$ cat src/rtl/mult_share_arb.sv
// Round-robin arbiter/sequencer sharing one non-pipelined multiplier between R requesters,
// with a watchdog that ends a job when the multiplier never answers.
module mult_share_arb #(
  parameter int N   = 8,
  parameter int M   = 4,
  parameter int R   = 4,
  parameter int TMO = 64
) (
  input  logic             clk,
  input  logic             rstn,
  input  logic [R-1:0]     req,
  input  logic [R*N-1:0]   a_in,
  input  logic [R*M-1:0]   b_in,
  output logic [R-1:0]     ack,
  output logic [R-1:0]     done,
  output logic             err,
  output logic [M+N-1:0]   res_out,
  output logic             busy,
  output logic             mul_data_rdy,
  output logic [N-1:0]     mul_mult1,
  output logic [M-1:0]     mul_mult2,
  input  logic             mul_res_rdy,
  input  logic [M+N-1:0]   mul_res
);

  localparam int PW = (R > 1) ? $clog2(R) : 1;
  localparam int CW = $clog2(TMO + 1);

  typedef enum logic [1:0] {IDLE, ISSUE, WAIT, DRAIN} state_t;

  state_t           state_q, state_d;
  logic [PW-1:0]    ptr_q, ptr_d, owner_q, owner_d, win;
  logic             found;
  logic [CW-1:0]    cnt_q, cnt_d;
  logic [R-1:0]     ack_q, ack_d, done_q, done_d;
  logic             err_q, err_d, busy_q, drdy_q, drdy_d;
  logic [M+N-1:0]   res_q, res_d;
  logic [N-1:0]     m1_q, m1_d;
  logic [M-1:0]     m2_q, m2_d;

  function automatic logic [R-1:0] onehot(input logic [PW-1:0] idx);
    onehot = '0;
    onehot[idx] = 1'b1;
  endfunction

  // Search starts just after the last winner so priority rotates.
  always_comb begin
    found = 1'b0;
    win   = '0;
    for (int k = 1; k <= R; k++) begin
      if (!found && req[(int'(ptr_q) + k) % R]) begin
        found = 1'b1;
        win   = PW'((int'(ptr_q) + k) % R);
      end
    end
  end

  always_comb begin
    state_d = state_q;
    ptr_d   = ptr_q;
    owner_d = owner_q;
    cnt_d   = cnt_q;
    ack_d   = '0;
    done_d  = '0;
    err_d   = 1'b0;
    drdy_d  = 1'b0;
    res_d   = res_q;
    m1_d    = m1_q;
    m2_d    = m2_q;
    case (state_q)
      IDLE: begin
        if (found) begin
          m1_d    = a_in[int'(win)*N +: N];
          m2_d    = b_in[int'(win)*M +: M];
          ack_d   = onehot(win);
          drdy_d  = 1'b1;
          owner_d = win;
          ptr_d   = win;
          state_d = ISSUE;
        end
      end
      ISSUE: begin
        cnt_d   = '0;
        state_d = WAIT;
      end
      WAIT: begin
        cnt_d = cnt_q + CW'(1);
        // A result arriving on the expiry cycle wins over the timeout.
        if (mul_res_rdy) begin
          res_d   = mul_res;
          done_d  = onehot(owner_q);
          state_d = DRAIN;
        end else if (cnt_q == CW'(TMO - 1)) begin
          res_d   = '0;
          done_d  = onehot(owner_q);
          err_d   = 1'b1;
          state_d = DRAIN;
        end
      end
      DRAIN: begin
        if (!mul_res_rdy) state_d = IDLE;
      end
      default: state_d = IDLE;
    endcase
  end

  always_ff @(posedge clk or negedge rstn) begin
    if (!rstn) begin
      state_q <= IDLE;
      ptr_q   <= PW'(R - 1);
      owner_q <= '0;
      cnt_q   <= '0;
      ack_q   <= '0;
      done_q  <= '0;
      err_q   <= 1'b0;
      busy_q  <= 1'b0;
      drdy_q  <= 1'b0;
      res_q   <= '0;
      m1_q    <= '0;
      m2_q    <= '0;
    end else begin
      state_q <= state_d;
      ptr_q   <= ptr_d;
      owner_q <= owner_d;
      cnt_q   <= cnt_d;
      ack_q   <= ack_d;
      done_q  <= done_d;
      err_q   <= err_d;
      busy_q  <= (state_d != IDLE);
      drdy_q  <= drdy_d;
      res_q   <= res_d;
      m1_q    <= m1_d;
      m2_q    <= m2_d;
    end
  end

  assign ack          = ack_q;
  assign done         = done_q;
  assign err          = err_q;
  assign res_out      = res_q;
  assign busy         = busy_q;
  assign mul_data_rdy = drdy_q;
  assign mul_mult1    = m1_q;
  assign mul_mult2    = m2_q;

endmodule

$ cat config.mk
export PLATFORM = sky130hd
export DESIGN_NAME = mult_share_arb
export DESIGN_NICKNAME = d
export VERILOG_FILES = /design/src/rtl/mult_share_arb.sv
export SDC_FILE = /design/constraint.sdc
export NUM_CORES = 1
export LEC_CHECK = 0
export ABC_AREA = 1
export BUFFER_PORTS_ARGS = -buffer_cell sky130_fd_sc_hd__buf_2
export CAP_MARGIN = 5
export CORE_UTILIZATION = 35
export CTS_CLUSTER_SIZE = 12
export DETAILED_ROUTE_END_ITERATION = 16
export GPL_TIMING_DRIVEN = 0
export SYNTH_ARGS = -nofsm -noshare
export SYNTH_HDL_FRONTEND = slang
export SYNTH_SLANG_ARGS = --single-unit
$ cat constraint.sdc
create_clock -name clk -period 3.6 [get_ports clk]
set_clock_uncertainty 0.1 [all_clocks]
set_input_delay 0.36 -clock clk [delete_from_list [all_inputs] [get_ports clk]]
set_output_delay 0.36 -clock clk [all_outputs]
set_load 0.01 [all_outputs]
==> impl_summary.md <==
Clock network
After clock tree synthesis, the setup repair step added 0 buffers. The post-CTS resize count is 0. The number of buffers inserted for hold repair after clock tree synthesis is 0. The clock sink count is 48. The clock tree from TritonCTS is yes.

The number of buffers added by the clock tree synthesis step is 5. The tree is rooted in a clkbuf_8. The H-tree depth reported by CTS is 2.

The clock input transition at the sequential cells of the worst setup and hold paths is 0.09 ns. The clock passes through at most 2 buffers. The clock latency reported for the late side of the worst-skew pair is 0.30 ns.

Synth
The share of the Yosys chip area taken by registers is 45.6%. A synthesized cell averages 7.44 um^2. The number of warnings reported in the yosys synthesis log is 0.

The count of mapped cells out of synthesis is 355. The number of unique standard cell types used by synthesis is 30. The synthesized net count is 427. The mapped netlist covers 2640 um^2. Synthesis inferred 48 register bits.

Drt
The routed via count divided by cell count is 4.59. The total routed wirelength is 6640 um. Dividing the detail-routed wire length by the instance count gives 11.8 um. The total via count in the routed design is 2584. The detailed router finished its first iteration with 79 violations. The number of nets with antenna violations after detailed routing is 0. For this run, design rule violations remaining after detail routing come to 0. The first-pass detailed-route iteration total is 4.

Timing
Headroom to the max-slew limit came out at 30.0%. The setup-violating endpoint count in the final report is 0. The final worst-path cycle share is 61.2%. The final number of max-transition violations was 0. The post-route setup TNS is 0 ns. The total count of hold-check failures in the final report is 0. The maximum achievable frequency is 454 MHz. Setup repair after global routing left no endpoint under its margin. The pin slew with the least headroom to its limit is 1.05 ns. The final critical path time including I/O delays and setup is 2.20 ns.

GRT
The global routing usage on met3 is 3.82%. Global routing used 18.1% of the available tracks across all layers. The number of global-route vias before repair is 2396. The met1 capacity usage during global routing is 23.6%. The first-pass GRT wire length is 11000 um. The global routing stage identified its most utilized layer as met2. The met2 usage is 30.2%.

The leftover overflow at the end of global routing is 0. The number of antenna violations at the first check in global routing is 0. The pin count of the biggest net entering global routing is 49.

Critical path
On the worst path, the slowest cell contributes a delay of 0.41 ns. The worst setup path is captured at a flop. The kind of cell with the highest combined delay along the critical path is buffers and inverters. The setup path with the least slack is of type flop to flop. The largest individual stage delay along the critical path comes from the cell dfrtp_1. Together, buffers and inverters on the worst path number 4. The number of cells on the worst reg-to-reg path is 10.

The critical path crosses 10 cells after its start point. Traced cell by cell, the critical path runs through inv_1 -> ha_1 -> buf_2 -> nand2_1 -> nor3_1 -> nand4_1 -> nand2_1 -> clkinv_1 -> clkbuf_1 -> nor3_1. At the worst endpoint, the arrival time is 2.32 ns. Along the worst path, the maximum fanout reaches 10. The last element of the critical path is done[3]. Across all register-to-register paths, the minimum setup slack is 1.40 ns. The worst register-to-register path ends at done[3]. The type of origin of the critical path is a flop.

The origin of the worst setup path is state_q[0]. Data on the critical path is required at its endpoint by 3.71 ns. The beginning of the worst register-to-register path is state_q[0].

Power and ir drop
The analysis attributes to cell leakage a power of 1.92 nW. Across the VDD grid, the largest voltage drop is 0.666 mV. The share of total power dissipated in combinational logic is 64.5%.

Internal power comes to 0.00166 W. The analysis attributes to net switching a power of 0.00164 W. Dividing total power by cell area gives a power density of 984 nW/um^2. The share of total power in the clock network is 9.4%.

Of the total power, the share spent switching nets is 49.7%. The share of total power in sequential cells is 26.1%.

Finish
The area occupied by registers is 1200 um^2. From synthesis to final layout, the design area changed by 27.1%. The post-route non-filler standard cell count is 563. The library cells used most frequently in the layout, excluding fill and tap cells, are 153 x nand2_1, 105 x buf_2, 59 x nand3_1. The number of antenna cells inserted is 0.

Counting the fill cells in the layout gives 758. The combined area of the multi-input logic cells is 1240 um^2. The final net count is 535.

Cells with a size suffix above 1 make up 28.9% of the layout. The most frequent standard cell in the layout excluding fill and tap cells is nand2_1.

Floorplanning
The horizontal extent of the die is 88.9 um. The starting density of the core is 36.4%. The die is 88.9 um tall. The core region is 7250 um^2. The number of top-level pins is 102.

The number of rows created at floorplan is 31. The die covers 7890 um^2.

Run
The number of max-cap violations is 0.

Placement
The placer congestion estimate is 0.806. Input and output buffers added on the ports amount to 101. The post-detailed-placement half-perimeter wirelength is 4970 um.

In this run, placement finished with an instance count of 555.

Run status
The flow ran to the end, and the final reports show no timing, DRC or antenna violations.

Min path
The worst hold path class is primary input to asynchronous set/reset pin.
==> registers in the layout, indices dropped and copies added, names as in the netlist <==
register,flops
ack,4
busy,1
cnt_q,7
done,4
err,1
mul_data_rdy,1
mul_mult1,8
mul_mult2,4
owner_q,2
ptr_q,2
res_out,12
state_q,2
==> per-layer routing <==
layer  wire length [um]  part of all wire [%]  vias to the layer above
met2               3090                    47                       95
met1               3080                    46                     1137
met3                415                   6.3                        6
met5                  0                     0                        -
met4                 55                  0.83                        0
li1                   -                     -                     1346
==> power groups by stage <==
stage | Clock (W) | Sequential [W] | Combinational [W]
6_report | 0.000310 | 0.000861 | 0.00213
5_1_grt | 0.000344 | 0.000882 | 0.00245
4_1_cts | 0.000324 | 0.000862 | 0.00215
3_5_place_dp | 0 | 0.000867 | 0.00215
3_3_place_gp | 0 | 0.000868 | 0.00212
2_1_floorplan | 0 | 0.000935 | 0.00148
==> worst min-delay path by stage <==
stage                    start         end  slack [ns]  depth (start not counted)
floorplan                 rstn      ack[0]       -0.04                          0
global placement    owner_q[1]     done[0]        0.34                          1
detailed placement  owner_q[1]     done[1]        0.35                          1
CTS                       rstn  state_q[0]        0.19                          1
global route        mul_res[4]  res_out[4]        0.21                          3
finish                    rstn      ack[1]        0.15                          1
==> synthesized netlist by cell type <==
master,number,area (um^2)
nand2_1,153,574
nand3_1,59,295
dfrtp_1,46,1150
inv_1,21,78.8
nor3_1,12,60.1
nor2_1,11,41.3
o21ai_0,6,30.0
buf_6,5,56.3
ha_1,5,62.6
a21oi_1,4,20.0
buf_2,4,20.0
nand2_2,4,25.0
buf_4,2,15.0
clkbuf_1,2,7.51
dfstp_2,2,52.6
inv_2,2,7.51
nand3_4,2,35.0
nor2_2,2,12.5
nor3b_1,2,15.0
a21boi_0,1,7.51
a22oi_1,1,7.51
a31oi_1,1,6.26
buf_1,1,3.75
clkinv_1,1,3.75
inv_4,1,6.26
nand2_4,1,11.3
nand3b_1,1,7.51
nand4_1,1,6.26
nor2_4,1,11.3
xor2_1,1,8.76
==> cells by family after synthesis <==
logic type                 after synthesis  share of synthesized area (%)
buffers and inverters                   39                           7.54
xor gates and xnor gates                 1                          0.332
adders and majority gates                5                           2.37
DFF                                     48                           45.6
and+or+nand+nor                        249                           41.5
AOI/OAI and AO/OA                       13                           2.70
==> cell type report <==
cell class / count / share of cell area [%]
multi-input combinational: 268 / 36.9
sequential: 48 / 35.9
timing repair buffer: 101 / 15.1
tap: 99 / 3.69
buffer: 14 / 3.06
inverter: 25 / 2.87
clock buffer: 6 / 2.16
clock inverter: 2 / 0.373
==> per-stage QoR <==
step / hold slack (ns) / area [um^2] / setup slack [ns] / util (%) / total power [W]
after CTS: 0.188 / 3350 / 1.35 / 46.2 / 0.00333
after global routing: 0.206 / 3350 / 1.13 / 46.2 / 0.00368
after global placement: 0.340 / 3270 / 1.40 / 45.1 / 0.00299
after detailed placement: 0.348 / 3270 / 1.37 / 45.1 / 0.00302
after floorplan: -0.0356 / 2640 / 1.70 / - / 0.00241
final: 0.149 / 3350 / 1.40 / 46.2 / 0.00330
No activity file was read; power rests on OpenSTA's default activity.
